$ cat src/rtl/cspi_cmd_if.sv
// Byte stream from the control-SPI slave plus the register-access bus driven by cspi_cmd.
interface cspi_cmd_if #(
    parameter int unsigned AW = 7
);
    logic [7:0]    ctrl_data;
    logic          ctrl_dvld;
    logic [7:0]    ctrl_q;
    logic          ctrl_qvld;
    logic [AW-1:0] reg_addr;
    logic [7:0]    reg_wdata;
    logic          reg_wr;
    logic          reg_rd;
    logic [7:0]    reg_rdata;
    logic          reg_rvld;
    logic          frame_act;
    logic          overrun;

    modport slave (
        input  ctrl_data, ctrl_dvld, reg_rdata, reg_rvld,
        output ctrl_q, ctrl_qvld, reg_addr, reg_wdata, reg_wr, reg_rd, frame_act, overrun
    );

    modport master (
        output ctrl_data, ctrl_dvld, reg_rdata, reg_rvld,
        input  ctrl_q, ctrl_qvld, reg_addr, reg_wdata, reg_wr, reg_rd, frame_act, overrun
    );
endinterface

$ cat src/rtl/cspi_cmd.sv
// Decodes SPI command/data bytes into register reads and writes with address auto-increment.
// Frames close after an idle timeout since the SPI slave provides no chip-select.
module cspi_cmd #(
    parameter int unsigned AW       = 7,
    parameter logic [19:0] IDLE_TMO = 20'd1_000_000,
    parameter logic [7:0]  RD_TMO   = 8'd64,
    parameter logic [7:0]  RD_ERR   = 8'hEE
) (
    input  logic      clk_sys,
    input  logic      rst,
    cspi_cmd_if.slave bus_if
);

    typedef enum logic [2:0] {
        S_IDLE,
        S_WR,
        S_RD_REQ,
        S_RD_WAIT,
        S_RD_HOLD
    } state_e;

    state_e        state_q, state_d;
    logic [AW-1:0] addr_q, addr_d;
    logic [7:0]    wdata_q, wdata_d;
    logic          wr_q, wr_d;
    logic          rd_q, rd_d;
    logic [7:0]    q_q, q_d;
    logic          qvld_q, qvld_d;
    logic          act_q, act_d;
    logic [19:0]   idle_cnt_q, idle_cnt_d;
    logic [7:0]    rd_cnt_q, rd_cnt_d;
    logic          overrun_q, overrun_d;
    logic          idle_tmo;

    always_ff @(posedge clk_sys or posedge rst) begin
        if (rst) begin
            state_q    <= S_IDLE;
            addr_q     <= '0;
            wdata_q    <= 8'h00;
            wr_q       <= 1'b0;
            rd_q       <= 1'b0;
            q_q        <= 8'hFF;
            qvld_q     <= 1'b0;
            act_q      <= 1'b0;
            idle_cnt_q <= 20'd0;
            rd_cnt_q   <= 8'd0;
            overrun_q  <= 1'b0;
        end else begin
            state_q    <= state_d;
            addr_q     <= addr_d;
            wdata_q    <= wdata_d;
            wr_q       <= wr_d;
            rd_q       <= rd_d;
            q_q        <= q_d;
            qvld_q     <= qvld_d;
            act_q      <= act_d;
            idle_cnt_q <= idle_cnt_d;
            rd_cnt_q   <= rd_cnt_d;
            overrun_q  <= overrun_d;
        end
    end

    always_comb begin
        state_d    = state_q;
        addr_d     = addr_q;
        wdata_d    = wdata_q;
        wr_d       = 1'b0;
        rd_d       = 1'b0;
        q_d        = q_q;
        qvld_d     = 1'b0;
        idle_cnt_d = idle_cnt_q;
        rd_cnt_d   = rd_cnt_q;
        overrun_d  = overrun_q;

        // A received byte always beats a coincident idle timeout
        idle_tmo = (idle_cnt_q >= IDLE_TMO) && !bus_if.ctrl_dvld;

        if (state_q == S_IDLE || bus_if.ctrl_dvld) begin
            idle_cnt_d = 20'd0;
        end else if (idle_cnt_q != 20'hF_FFFF) begin
            idle_cnt_d = idle_cnt_q + 20'd1;
        end

        // The address advances in the cycle after each write strobe
        if (wr_q) begin
            addr_d = addr_q + AW'(1);
        end

        case (state_q)
            S_IDLE: begin
                overrun_d = 1'b0;
                if (bus_if.ctrl_dvld) begin
                    addr_d  = bus_if.ctrl_data[AW-1:0];
                    state_d = bus_if.ctrl_data[7] ? S_RD_REQ : S_WR;
                end
            end
            S_WR: begin
                if (bus_if.ctrl_dvld) begin
                    wr_d    = 1'b1;
                    wdata_d = bus_if.ctrl_data;
                end
            end
            S_RD_REQ: begin
                rd_d     = 1'b1;
                rd_cnt_d = 8'd0;
                state_d  = S_RD_WAIT;
                if (bus_if.ctrl_dvld) begin
                    overrun_d = 1'b1;
                end
            end
            S_RD_WAIT: begin
                if (bus_if.ctrl_dvld) begin
                    overrun_d = 1'b1;
                end
                if (bus_if.reg_rvld) begin
                    q_d     = bus_if.reg_rdata;
                    qvld_d  = 1'b1;
                    addr_d  = addr_q + AW'(1);
                    state_d = S_RD_HOLD;
                end else if (rd_cnt_q >= RD_TMO - 8'd1) begin
                    q_d     = RD_ERR;
                    qvld_d  = 1'b1;
                    addr_d  = addr_q + AW'(1);
                    state_d = S_RD_HOLD;
                end else if (rd_cnt_q != 8'hFF) begin
                    rd_cnt_d = rd_cnt_q + 8'd1;
                end
            end
            S_RD_HOLD: begin
                if (bus_if.ctrl_dvld) begin
                    state_d = S_RD_REQ;
                end
            end
            default: begin
                state_d = S_IDLE;
            end
        endcase

        // Frame timeout overrides everything, including a read result about to be returned
        if (state_q != S_IDLE && idle_tmo) begin
            state_d = S_IDLE;
            addr_d  = '0;
            wr_d    = 1'b0;
            rd_d    = 1'b0;
            qvld_d  = 1'b0;
            q_d     = q_q;
        end

        act_d = (state_d != S_IDLE);
    end

    assign bus_if.ctrl_q    = q_q;
    assign bus_if.ctrl_qvld = qvld_q;
    assign bus_if.reg_addr  = addr_q;
    assign bus_if.reg_wdata = wdata_q;
    assign bus_if.reg_wr    = wr_q;
    assign bus_if.reg_rd    = rd_q;
    assign bus_if.frame_act = act_q;
    assign bus_if.overrun   = overrun_q;

endmodule
$ cat src/flat_wrapper.sv
// flat-port wrapper written by rule: the top's interface ports become plain ports
module cspi_cmd_flat 
#(
    parameter int unsigned AW       = 7,
    parameter logic [19:0] IDLE_TMO = 20'd1_000_000,
    parameter logic [7:0]  RD_TMO   = 8'd64,
    parameter logic [7:0]  RD_ERR   = 8'hEE
)
  (clk_sys, rst, bus_if_ctrl_data, bus_if_ctrl_dvld, bus_if_reg_rdata, bus_if_reg_rvld, bus_if_ctrl_q, bus_if_ctrl_qvld, bus_if_reg_addr, bus_if_reg_wdata, bus_if_reg_wr, bus_if_reg_rd, bus_if_frame_act, bus_if_overrun);
  cspi_cmd_if #(.AW(AW)) bus_if_i ();
  input  logic clk_sys;
  input  logic rst;
  input wire logic [$bits(bus_if_i.ctrl_data)-1:0] bus_if_ctrl_data;
  input wire logic [$bits(bus_if_i.ctrl_dvld)-1:0] bus_if_ctrl_dvld;
  input wire logic [$bits(bus_if_i.reg_rdata)-1:0] bus_if_reg_rdata;
  input wire logic [$bits(bus_if_i.reg_rvld)-1:0] bus_if_reg_rvld;
  output wire logic [$bits(bus_if_i.ctrl_q)-1:0] bus_if_ctrl_q;
  output wire logic [$bits(bus_if_i.ctrl_qvld)-1:0] bus_if_ctrl_qvld;
  output wire logic [$bits(bus_if_i.reg_addr)-1:0] bus_if_reg_addr;
  output wire logic [$bits(bus_if_i.reg_wdata)-1:0] bus_if_reg_wdata;
  output wire logic [$bits(bus_if_i.reg_wr)-1:0] bus_if_reg_wr;
  output wire logic [$bits(bus_if_i.reg_rd)-1:0] bus_if_reg_rd;
  output wire logic [$bits(bus_if_i.frame_act)-1:0] bus_if_frame_act;
  output wire logic [$bits(bus_if_i.overrun)-1:0] bus_if_overrun;
  assign bus_if_i.ctrl_data = bus_if_ctrl_data;
  assign bus_if_i.ctrl_dvld = bus_if_ctrl_dvld;
  assign bus_if_i.reg_rdata = bus_if_reg_rdata;
  assign bus_if_i.reg_rvld = bus_if_reg_rvld;
  assign bus_if_ctrl_q = bus_if_i.ctrl_q;
  assign bus_if_ctrl_qvld = bus_if_i.ctrl_qvld;
  assign bus_if_reg_addr = bus_if_i.reg_addr;
  assign bus_if_reg_wdata = bus_if_i.reg_wdata;
  assign bus_if_reg_wr = bus_if_i.reg_wr;
  assign bus_if_reg_rd = bus_if_i.reg_rd;
  assign bus_if_frame_act = bus_if_i.frame_act;
  assign bus_if_overrun = bus_if_i.overrun;
  cspi_cmd #(.AW(AW), .IDLE_TMO(IDLE_TMO), .RD_TMO(RD_TMO), .RD_ERR(RD_ERR)) u_core (.clk_sys(clk_sys), .rst(rst), .bus_if(bus_if_i));
endmodule
$ cat config.mk
export PLATFORM = sky130hd
export DESIGN_NAME = cspi_cmd_flat
export DESIGN_NICKNAME = d
export VERILOG_FILES = /design/src/rtl/cspi_cmd_if.sv /design/src/rtl/cspi_cmd.sv /design/src/flat_wrapper.sv
export SDC_FILE = /design/constraint.sdc
export NUM_CORES = 1
export LEC_CHECK = 0
export CAP_MARGIN = 40
export CORE_MARGIN = 1
export CORE_UTILIZATION = 63
export CTS_CLUSTER_DIAMETER = 30
export DETAILED_ROUTE_END_ITERATION = 8
export DONT_BUFFER_PORTS = 1
export HOLD_SLACK_MARGIN = 0.15
export PLACE_DENSITY_LB_ADDON = 0.25
export SLEW_MARGIN = 20
export SYNTH_ARGS = -nofsm -noshare
export SYNTH_HDL_FRONTEND = slang
export SYNTH_SLANG_ARGS = --single-unit
export TNS_END_PERCENT = 30
$ cat constraint.sdc
create_clock -name clk_sys -period 2.2 [get_ports clk_sys]
set_input_delay 0.22 -clock clk_sys [delete_from_list [all_inputs] [get_ports clk_sys]]
set_output_delay 0.22 -clock clk_sys [all_outputs]
set_load 0.02 [all_outputs]
Yosys cells after proc, flatten, opt, wreduce, memory -nomap -nowiden:

Cells that the tools add are included.

* register bits: 59

* add/sub/neg operators: 3
* $lt $le $gt $ge: 2
* equality and inequality tests: 10
* multiplexer cells: 32
* bitwise logic cells: 1
* reduce and logical (&&, ||, !) cells: 16

Operators by type and width (count)
* 20-bit two-way mux: 2
* 8-bit two-way mux: 5
* 7-bit two-way mux: 5
* 20-bit by 1-bit adder with 20-bit output, second input constant: 1
* 20-bit >= comparator, second input constant: 1
* 20-bit != test, second input constant: 1
* 8-bit case mux with 2 select lines: 1
* 3-bit two-way mux: 5
* 3-bit case mux with 5 select lines: 1
* 7-bit case mux with 2 select lines: 1
* 1-bit two-way mux: 10
* 8-bit by 1-bit adder with 8-bit output, second input constant: 1
* 8-bit by 6-bit >= comparator with 1-bit output, second input constant: 1
* 8-bit != test, second input constant: 1
* 2-bit nonzero test: 4
* 7-bit by 1-bit adder with 7-bit output, second input constant: 1
* 3-bit by 2-bit == test with 1-bit output, second input constant: 2
* 3-bit nonzero test: 2
* 2-bit by 1-bit != test with 1-bit output, second input constant: 2
* 2-bit != test, second input constant: 2
* 2-bit AND reduction: 2
* 4-bit AND reduction: 1
* 3-bit by 1-bit == test with 1-bit output, second input constant: 1
* 3-bit == test, second input constant: 1
* 9 further kinds: 10

Depth between registers and ports, before layout:

Gate-level depths: netlist of the first run.

* depth after elaboration: 6
* gate-level depth with buffers: 7
* depth with buffers taken out: 6

Worst setup path before layout of the first run:

No wires, ideal clock.

* path kind: register -> register
* start: reg u_core.idle_cnt_q[10]
* end: reg u_core.q_q[1] (netlist: u_core.bus_if.ctrl_q[1])
* library setup time: 0.082 ns
* arrival time: 1.844 ns
* data required time: 2.118 ns
* setup slack: 0.273 ns
* stages on the path, launching flop included: 6
* period minus slack after synthesis: 1.927 ns
* cell sequence: dfrtp_1 or4_1 nor3_1 nor3_1 nor3_4 mux2_2

* longest elaborated chain between the ends: 5

Ends and longest elaborated chain
* start: declaration: line cspi_cmd.sv:30 `logic [19:0] idle_cnt_q, idle_cnt_d;`
* start signal: assignment: line cspi_cmd.sv:57 `idle_cnt_q <= idle_cnt_d;`
* 20-bit >= comparator: line cspi_cmd.sv:76 `idle_tmo = (idle_cnt_q >= IDLE_TMO) && !bus_if.ctrl_dvld;`
* 1-bit logical AND: line cspi_cmd.sv:76
* 1-bit logical AND: line cspi_cmd.sv:140 `if (state_q != S_IDLE && idle_tmo) begin`
* 1-bit inverter (no source line)
* 3-bit AND reduction (no source line)
* end signal: assignment: line cspi_cmd.sv:54 `q_q <= q_d;`
* end: declaration: line cspi_cmd.sv:27 `logic [7:0] q_q, q_d;`

Every way passes these cells.
A chain may end at the register's enable or synchronous reset.

Worst setup path in the final report of the first run:

* start: reg u_core.idle_cnt_q[10]
* end: reg u_core.q_q[6] (netlist: u_core.bus_if.ctrl_q[6])

Same word-level chain as after synthesis.

==> impl_table.tex, run 1 <==
\begin{tabular}{lr}
\hline
Metric & Value \\
\hline
\multicolumn{2}{l}{\textbf{Status}} \\
\quad Run status & completed \\
\multicolumn{2}{l}{\textbf{Place}} \\
\quad Detailed Place HPWL & $\sim$4500 um \\
\quad Number of port buffers & 0 \\
\quad Post-DP Area & between 3000 and 4000 sq um \\
\quad Minimum setup slack after placement & 0.225 ns \\
\quad Routability Congestion & just over 0.8 \\
\multicolumn{2}{l}{\textbf{Critical path}} \\
\quad Critical-path cell list & or4\_1 -> nor3\_1 -> nor3\_1 -> nor3\_4 -> mux2\_2 \\
\quad Crit path max-delay family & simple AND/OR/NAND/NOR gates \\
\quad Classification of the worst setup path & flop to flop \\
\quad Element type at the critical path end & flop \\
\quad Critical path buffers and inverters & 0 \\
\quad CP Launch Type & flop \\
\quad Top fanout value on the critical path & 7 \\
\quad Worst endpoint data arrival time & about 2.2 ns \\
\quad Critical-path cell with the highest stage delay & sky130\_fd\_sc\_hd\_\_or4\_1 \\
\quad Flop2flop setup slack & 0.22 ns \\
\quad Required time at the endpoint of the critical path & 2.46 ns \\
\quad Most common cell type on the critical path & sky130\_fd\_sc\_hd\_\_nor3\_1 \\
\quad Maximum cell stage delay along the critical path & approximately 0.52 ns \\
\multicolumn{2}{l}{\textbf{Floorplanning}} \\
\quad Die boundary width & 71.6 um \\
\quad Die Footprint & roughly 5100 sq um \\
\quad Initial cell density of the core & a little under 70\% \\
\quad Number of placement rows & 24 \\
\quad Die height & a little over 70 um \\
\quad \# IOs & 48 \\
\quad Core ar. & 4500 sq um \\
\multicolumn{2}{l}{\textbf{Clock tree}} \\
\quad Worst-case clock buffer depth & 2 \\
\quad CTS buffer count & 9 \\
\quad Insertion delay of the later-clocked pin in the worst-skew pair & between 0.3 and 0.4 ns \\
\quad Clock slew seen by the registers of the worst setup and hold paths & about 0.06 ns \\
\quad Cell chosen for the clock root & sky130\_fd\_sc\_hd\_\_clkbuf\_8 \\
\quad Number of sinks on the clock net & $\sim$60 \\
\quad H-tree lvl count & 3 \\
\quad TritonCTS clock tree & built \\
\quad Count of buffers added by post-CTS timing repair for setup & 0 \\
\multicolumn{2}{l}{\textbf{Synthesis}} \\
\quad Number of synthesized flops with an enable pin & 0 \\
\quad Synth Instances & 306 \\
\quad Area share of and/or/nand/nor cells after synthesis & between 15 and 20\% \\
\quad Seq/Total Area, Yosys & between 40\% and 50\% \\
\quad Cell area after technology mapping & 3050 sq um \\
\quad Multiplexer share of the synthesized area & under 10\% \\
\quad Main combinational cell family by area after synthesis & simple AND/OR/NAND/NOR gates \\
\quad Yosys warns & 0 \\
\quad Adder-Cell Fraction of Synth Area & under 10\% \\
\quad Synthesized-area fraction occupied by ao, oa, aoi and oai cells & between 10\% and 20\% \\
\quad Number of different library cells in the post-synthesis netlist & between 40 and 50 \\
\quad Area share of xor/xnor cells in the synthesized design & $\sim$8.0\% \\
\quad Average size of a mapped cell & between 9 and 10 sq um \\
\quad Synthesized Nets & 330 \\
\quad Share of synthesized registers carrying an async set or reset & 100\% \\
\quad Predominant post-synthesis flop cell & sky130\_fd\_sc\_hd\_\_dfrtp\_1 \\
\quad Number of storage elements in the synthesis netlist & slightly below 60 \\
\multicolumn{2}{l}{\textbf{Power}} \\
\quad P\_sw & about 0.0017 W \\
\quad Proportion of power drawn by combinational gates & roughly 30\% \\
\quad Power density cells & 1170 nW/um\^{}2 \\
\quad Sequential power share & slightly below 50\% \\
\quad Cell-internal power & 0.00246 W \\
\quad Share of power burned in the clock network & between 20\% and 30\% \\
\quad Standby leakage power & around 1.5 nW \\
\quad Switching Share & approximately two fifths \\
\quad Worst supply voltage drop on vdd & between 0.6 and 0.7 mV \\
\quad Total power & 0.00413 W \\
\multicolumn{2}{l}{\textbf{Detailed routing}} \\
\quad WL/cell & 17.1 um \\
\quad Drt first pass iters & 4 \\
\quad Remaining antenna violation count & 0 \\
\quad Post-detailed-routing wire length & 6750 um \\
\quad Detailed router's first-iteration violation count & roughly 190 \\
\quad DRC viols & 0 \\
\quad Total number of vias & between 2000 and 2500 \\
\quad Number of vias per cell after detailed routing & between 6 and 7 \\
\multicolumn{2}{l}{\textbf{Global route}} \\
\quad GRT Resource Usage Total & between 20\% and 30\% \\
\quad Wire length of the first global-routing pass & 11000 um \\
\quad Maximum number of pins on one net before global-route repair & 32 \\
\quad Via count of the first global-routing pass & $\sim$2400 \\
\quad Remaining Overflow, GRT & 0 \\
\quad Number of antenna violations at the first check in global routing & 0 \\
\multicolumn{2}{l}{\textbf{Hold path}} \\
\quad Path category of the worst min-delay check & primary input to flop \\
\multicolumn{2}{l}{\textbf{Timing}} \\
\quad Least-Margin Pin Slew & roughly 0.63 ns \\
\quad Final worst path period share & approximately 90\% \\
\quad Highest achievable clock rate & $\sim$500 MHz \\
\quad Number of setup violations in the final report & 0 \\
\quad Slew margin rel. & between 50\% and 60\% \\
\quad Setup total negative slack & 0 ns \\
\quad Total count of max-transition violations in the final report & 0 \\
\quad Minimum setup slack in the final design & approximately 0.22 ns \\
\quad Unrepaired setup endpoints after global routing & no \\
\quad Final hold viol count & 0 \\
\quad Minimum period implied by the final worst setup slack & about 2.0 ns \\
\quad Worst clock skew on the final layout & approximately 0.013 ns \\
\multicolumn{2}{l}{\textbf{Cells and area}} \\
\quad Layout Utilization & between 70 and 80\% \\
\quad Area added between synthesis and finish & 15.8\% \\
\quad Diode count & 0 \\
\quad Total Nets Final & roughly 360 \\
\quad Summed area of non-filler cells in the final layout & roughly 3500 sq um \\
\quad Ratio of cells with drive above 1 in the final layout & around 17\% \\
\multicolumn{2}{l}{\textbf{Run}} \\
\quad Max-cap violations & 0 \\
\hline
\end{tabular}
-- stage by stage --
stage          instances  hold WS [ns]
2_1_floorplan        306         0.323
3_5_place_dp         359         0.220
3_3_place_gp         359         0.224
4_1_cts              394         0.193
5_1_grt              394         0.209
6_report             394         0.204
-- layer usage --
layer	share of wire [%]	global-route usage, %	vias up
met5	0	0	-
met1	44	37.1	1215
li1	-	-	1145
met3	6.2	8.58	12
met4	2.2	14.4	0
met2	48	44.9	87
-- state kept, by name, indices dropped and copies added (netlist names) --
signal                   flops
u_core.bus_if.reg_wr         1
u_core.bus_if.frame_act      1
u_core.bus_if.ctrl_q         8
u_core.bus_if.reg_addr       7
u_core.bus_if.reg_rd         1
u_core.idle_cnt_q           20
u_core.bus_if.reg_wdata      8
u_core.bus_if.overrun        1
u_core.state_q               3
u_core.rd_cnt_q              8
u_core.bus_if.ctrl_qvld      1
-- final cells by class --
class,instances,area [sq um]
Fill cell,291,972
Sequential cell,59,1490
Clock buffer,13,149
Tap cell,52,65.1
Timing Repair Buffer,34,303
Multi-Input combinational cell,225,1480
Inverter,8,30.0
Clock inverter,3,15.0
-- final timing paths --
| kind | from | end | depth (start not counted) |
|---|---|---|---|
| min | bus_if_ctrl_dvld | u_core.state_q[1] | 3 |
| max | u_core.idle_cnt_q[10] | u_core.bus_if.ctrl_q[6] | 5 |
| min in group asynchronous | rst | u_core.bus_if.reg_addr[2] | 2 |
| min reg2reg | u_core.rd_cnt_q[5] | u_core.rd_cnt_q[5] | 1 |
| max in group asynchronous | rst | u_core.bus_if.ctrl_q[7] | 3 |
| max reg2reg | u_core.idle_cnt_q[10] | u_core.bus_if.ctrl_q[6] | 5 |
-- synth_stat cells, types with 2 or more instances --
| cell type | n | share of area, % |
|---|---|---|
| sky130_fd_sc_hd__o21ai_1 | 3 | 0.49 |
| sky130_fd_sc_hd__nand4_1 | 11 | 2.3 |
| sky130_fd_sc_hd__and2_1 | 5 | 1.0 |
| sky130_fd_sc_hd__and3_1 | 9 | 1.8 |
| sky130_fd_sc_hd__nand2b_1 | 6 | 1.2 |
| sky130_fd_sc_hd__a22oi_1 | 4 | 0.98 |
| sky130_fd_sc_hd__a21oi_1 | 14 | 2.3 |
| sky130_fd_sc_hd__inv_1 | 8 | 0.98 |
| sky130_fd_sc_hd__mux2i_1 | 3 | 0.98 |
| sky130_fd_sc_hd__mux2_2 | 15 | 5.5 |
| sky130_fd_sc_hd__or3_1 | 3 | 0.62 |
| sky130_fd_sc_hd__o21ai_0 | 16 | 2.6 |
| sky130_fd_sc_hd__or4_1 | 2 | 0.49 |
| sky130_fd_sc_hd__o21a_1 | 2 | 0.49 |
| sky130_fd_sc_hd__a21boi_0 | 2 | 0.49 |
| sky130_fd_sc_hd__dfrtp_1 | 51 | 42 |
| sky130_fd_sc_hd__nand3_1 | 8 | 1.3 |
| sky130_fd_sc_hd__nor2_1 | 31 | 3.8 |
| sky130_fd_sc_hd__nand2_1 | 23 | 2.8 |
| sky130_fd_sc_hd__o2111ai_1 | 2 | 0.57 |
| sky130_fd_sc_hd__xnor2_1 | 11 | 3.2 |
| sky130_fd_sc_hd__xor2_1 | 17 | 4.9 |
| sky130_fd_sc_hd__o31ai_1 | 2 | 0.49 |
| sky130_fd_sc_hd__nor3_1 | 8 | 1.3 |
| sky130_fd_sc_hd__ha_1 | 4 | 1.6 |
| sky130_fd_sc_hd__and4_1 | 2 | 0.57 |
| sky130_fd_sc_hd__nor4_1 | 2 | 0.41 |
| sky130_fd_sc_hd__buf_2 | 2 | 0.33 |
| sky130_fd_sc_hd__clkbuf_1 | 12 | 1.5 |
| sky130_fd_sc_hd__dfstp_2 | 8 | 6.9 |
| sky130_fd_sc_hd__o211ai_1 | 3 | 0.74 |
| sky130_fd_sc_hd__a311oi_1 | 2 | 0.57 |
| sky130_fd_sc_hd__o31a_1 | 2 | 0.57 |
-- worst reg2reg max path, delay by kind of cell, from the launching register on --
family        cells  cell delay, ns
flops             1            0.42
mux               1            0.39
simple gates      4            1.11
-- placed cells by master (no fill, tap or decap), types with 2 or more instances in the layout --
cell                             n
sky130_fd_sc_hd__dfrtp_1        51
sky130_fd_sc_hd__and2_1          5
sky130_fd_sc_hd__buf_4          15
sky130_fd_sc_hd__dfstp_2         8
sky130_fd_sc_hd__a311oi_1        2
sky130_fd_sc_hd__o211ai_1        3
sky130_fd_sc_hd__and4_1          2
sky130_fd_sc_hd__and3_1          9
sky130_fd_sc_hd__xnor2_1        11
sky130_fd_sc_hd__a21oi_1        14
sky130_fd_sc_hd__xor2_1         17
sky130_fd_sc_hd__o2111ai_1       2
sky130_fd_sc_hd__inv_1           7
sky130_fd_sc_hd__mux2_2         15
sky130_fd_sc_hd__nand2_1        23
sky130_fd_sc_hd__dlygate4sd3_1  19
sky130_fd_sc_hd__or3_1           3
sky130_fd_sc_hd__clkbuf_1        3
sky130_fd_sc_hd__ha_1            4
sky130_fd_sc_hd__clkinv_2        3
sky130_fd_sc_hd__nor2_1         31
sky130_fd_sc_hd__a21boi_0        2
sky130_fd_sc_hd__nand2b_1        6
sky130_fd_sc_hd__a22oi_1         4
sky130_fd_sc_hd__or4_1           2
sky130_fd_sc_hd__o21a_1          2
sky130_fd_sc_hd__o31a_1          2
sky130_fd_sc_hd__nor4_1          2
sky130_fd_sc_hd__mux2i_1         3
sky130_fd_sc_hd__nor3_1          8
sky130_fd_sc_hd__nand4_1        11
sky130_fd_sc_hd__nand3_1         8
sky130_fd_sc_hd__clkbuf_8       10
sky130_fd_sc_hd__o21ai_0        16
sky130_fd_sc_hd__o21ai_1         3
-- power groups by stage --
stage	clock network, W	logic (W)	registers [W]
detailed placement	0	0.00117	0.00206
finish	0.000848	0.00123	0.00204
global route	0.000910	0.00135	0.00208
floorplan	0	0.000933	0.00197
global placement	0	0.00111	0.00203
CTS	0.000854	0.00121	0.00204
-- cells by family after synthesis --
family          Yosys count
buf+inv                  22
flops                    59
fa+ha+maj                 4
xor+xnor                 28
mux                      18
compound gates           59
simple gates            116
-- what timing repair did --
action / CTS / global route
hold endpoints to repair: 53 / 0
resized for setup: 0 / 0
hold buffers: 19 / 0
(Power assumes the default switching activity.)
==> run 2: changes to the inputs <==
--- a/config.mk
+++ b/config.mk
@@ -5,8 +5,7 @@
 export SDC_FILE = /design/constraint.sdc
 export NUM_CORES = 1
 export LEC_CHECK = 0
-export CAP_MARGIN = 40
-export CORE_MARGIN = 1
+export CAP_MARGIN = 0
 export CORE_UTILIZATION = 63
 export CTS_CLUSTER_DIAMETER = 30
 export DETAILED_ROUTE_END_ITERATION = 8
==> results of run 2 <==
No change in the layout: final DEF, timing and power equal those of run 1.
==> run 3: changes to the inputs <==
--- a/config.mk
+++ b/config.mk
@@ -12,7 +12,6 @@
 export DONT_BUFFER_PORTS = 1
 export HOLD_SLACK_MARGIN = 0.15
 export PLACE_DENSITY_LB_ADDON = 0.25
-export SLEW_MARGIN = 20
 export SYNTH_ARGS = -nofsm -noshare
 export SYNTH_HDL_FRONTEND = slang
 export SYNTH_SLANG_ARGS = --single-unit
==> results of run 3 <==
No change in the layout: final DEF, timing and power equal those of run 1.
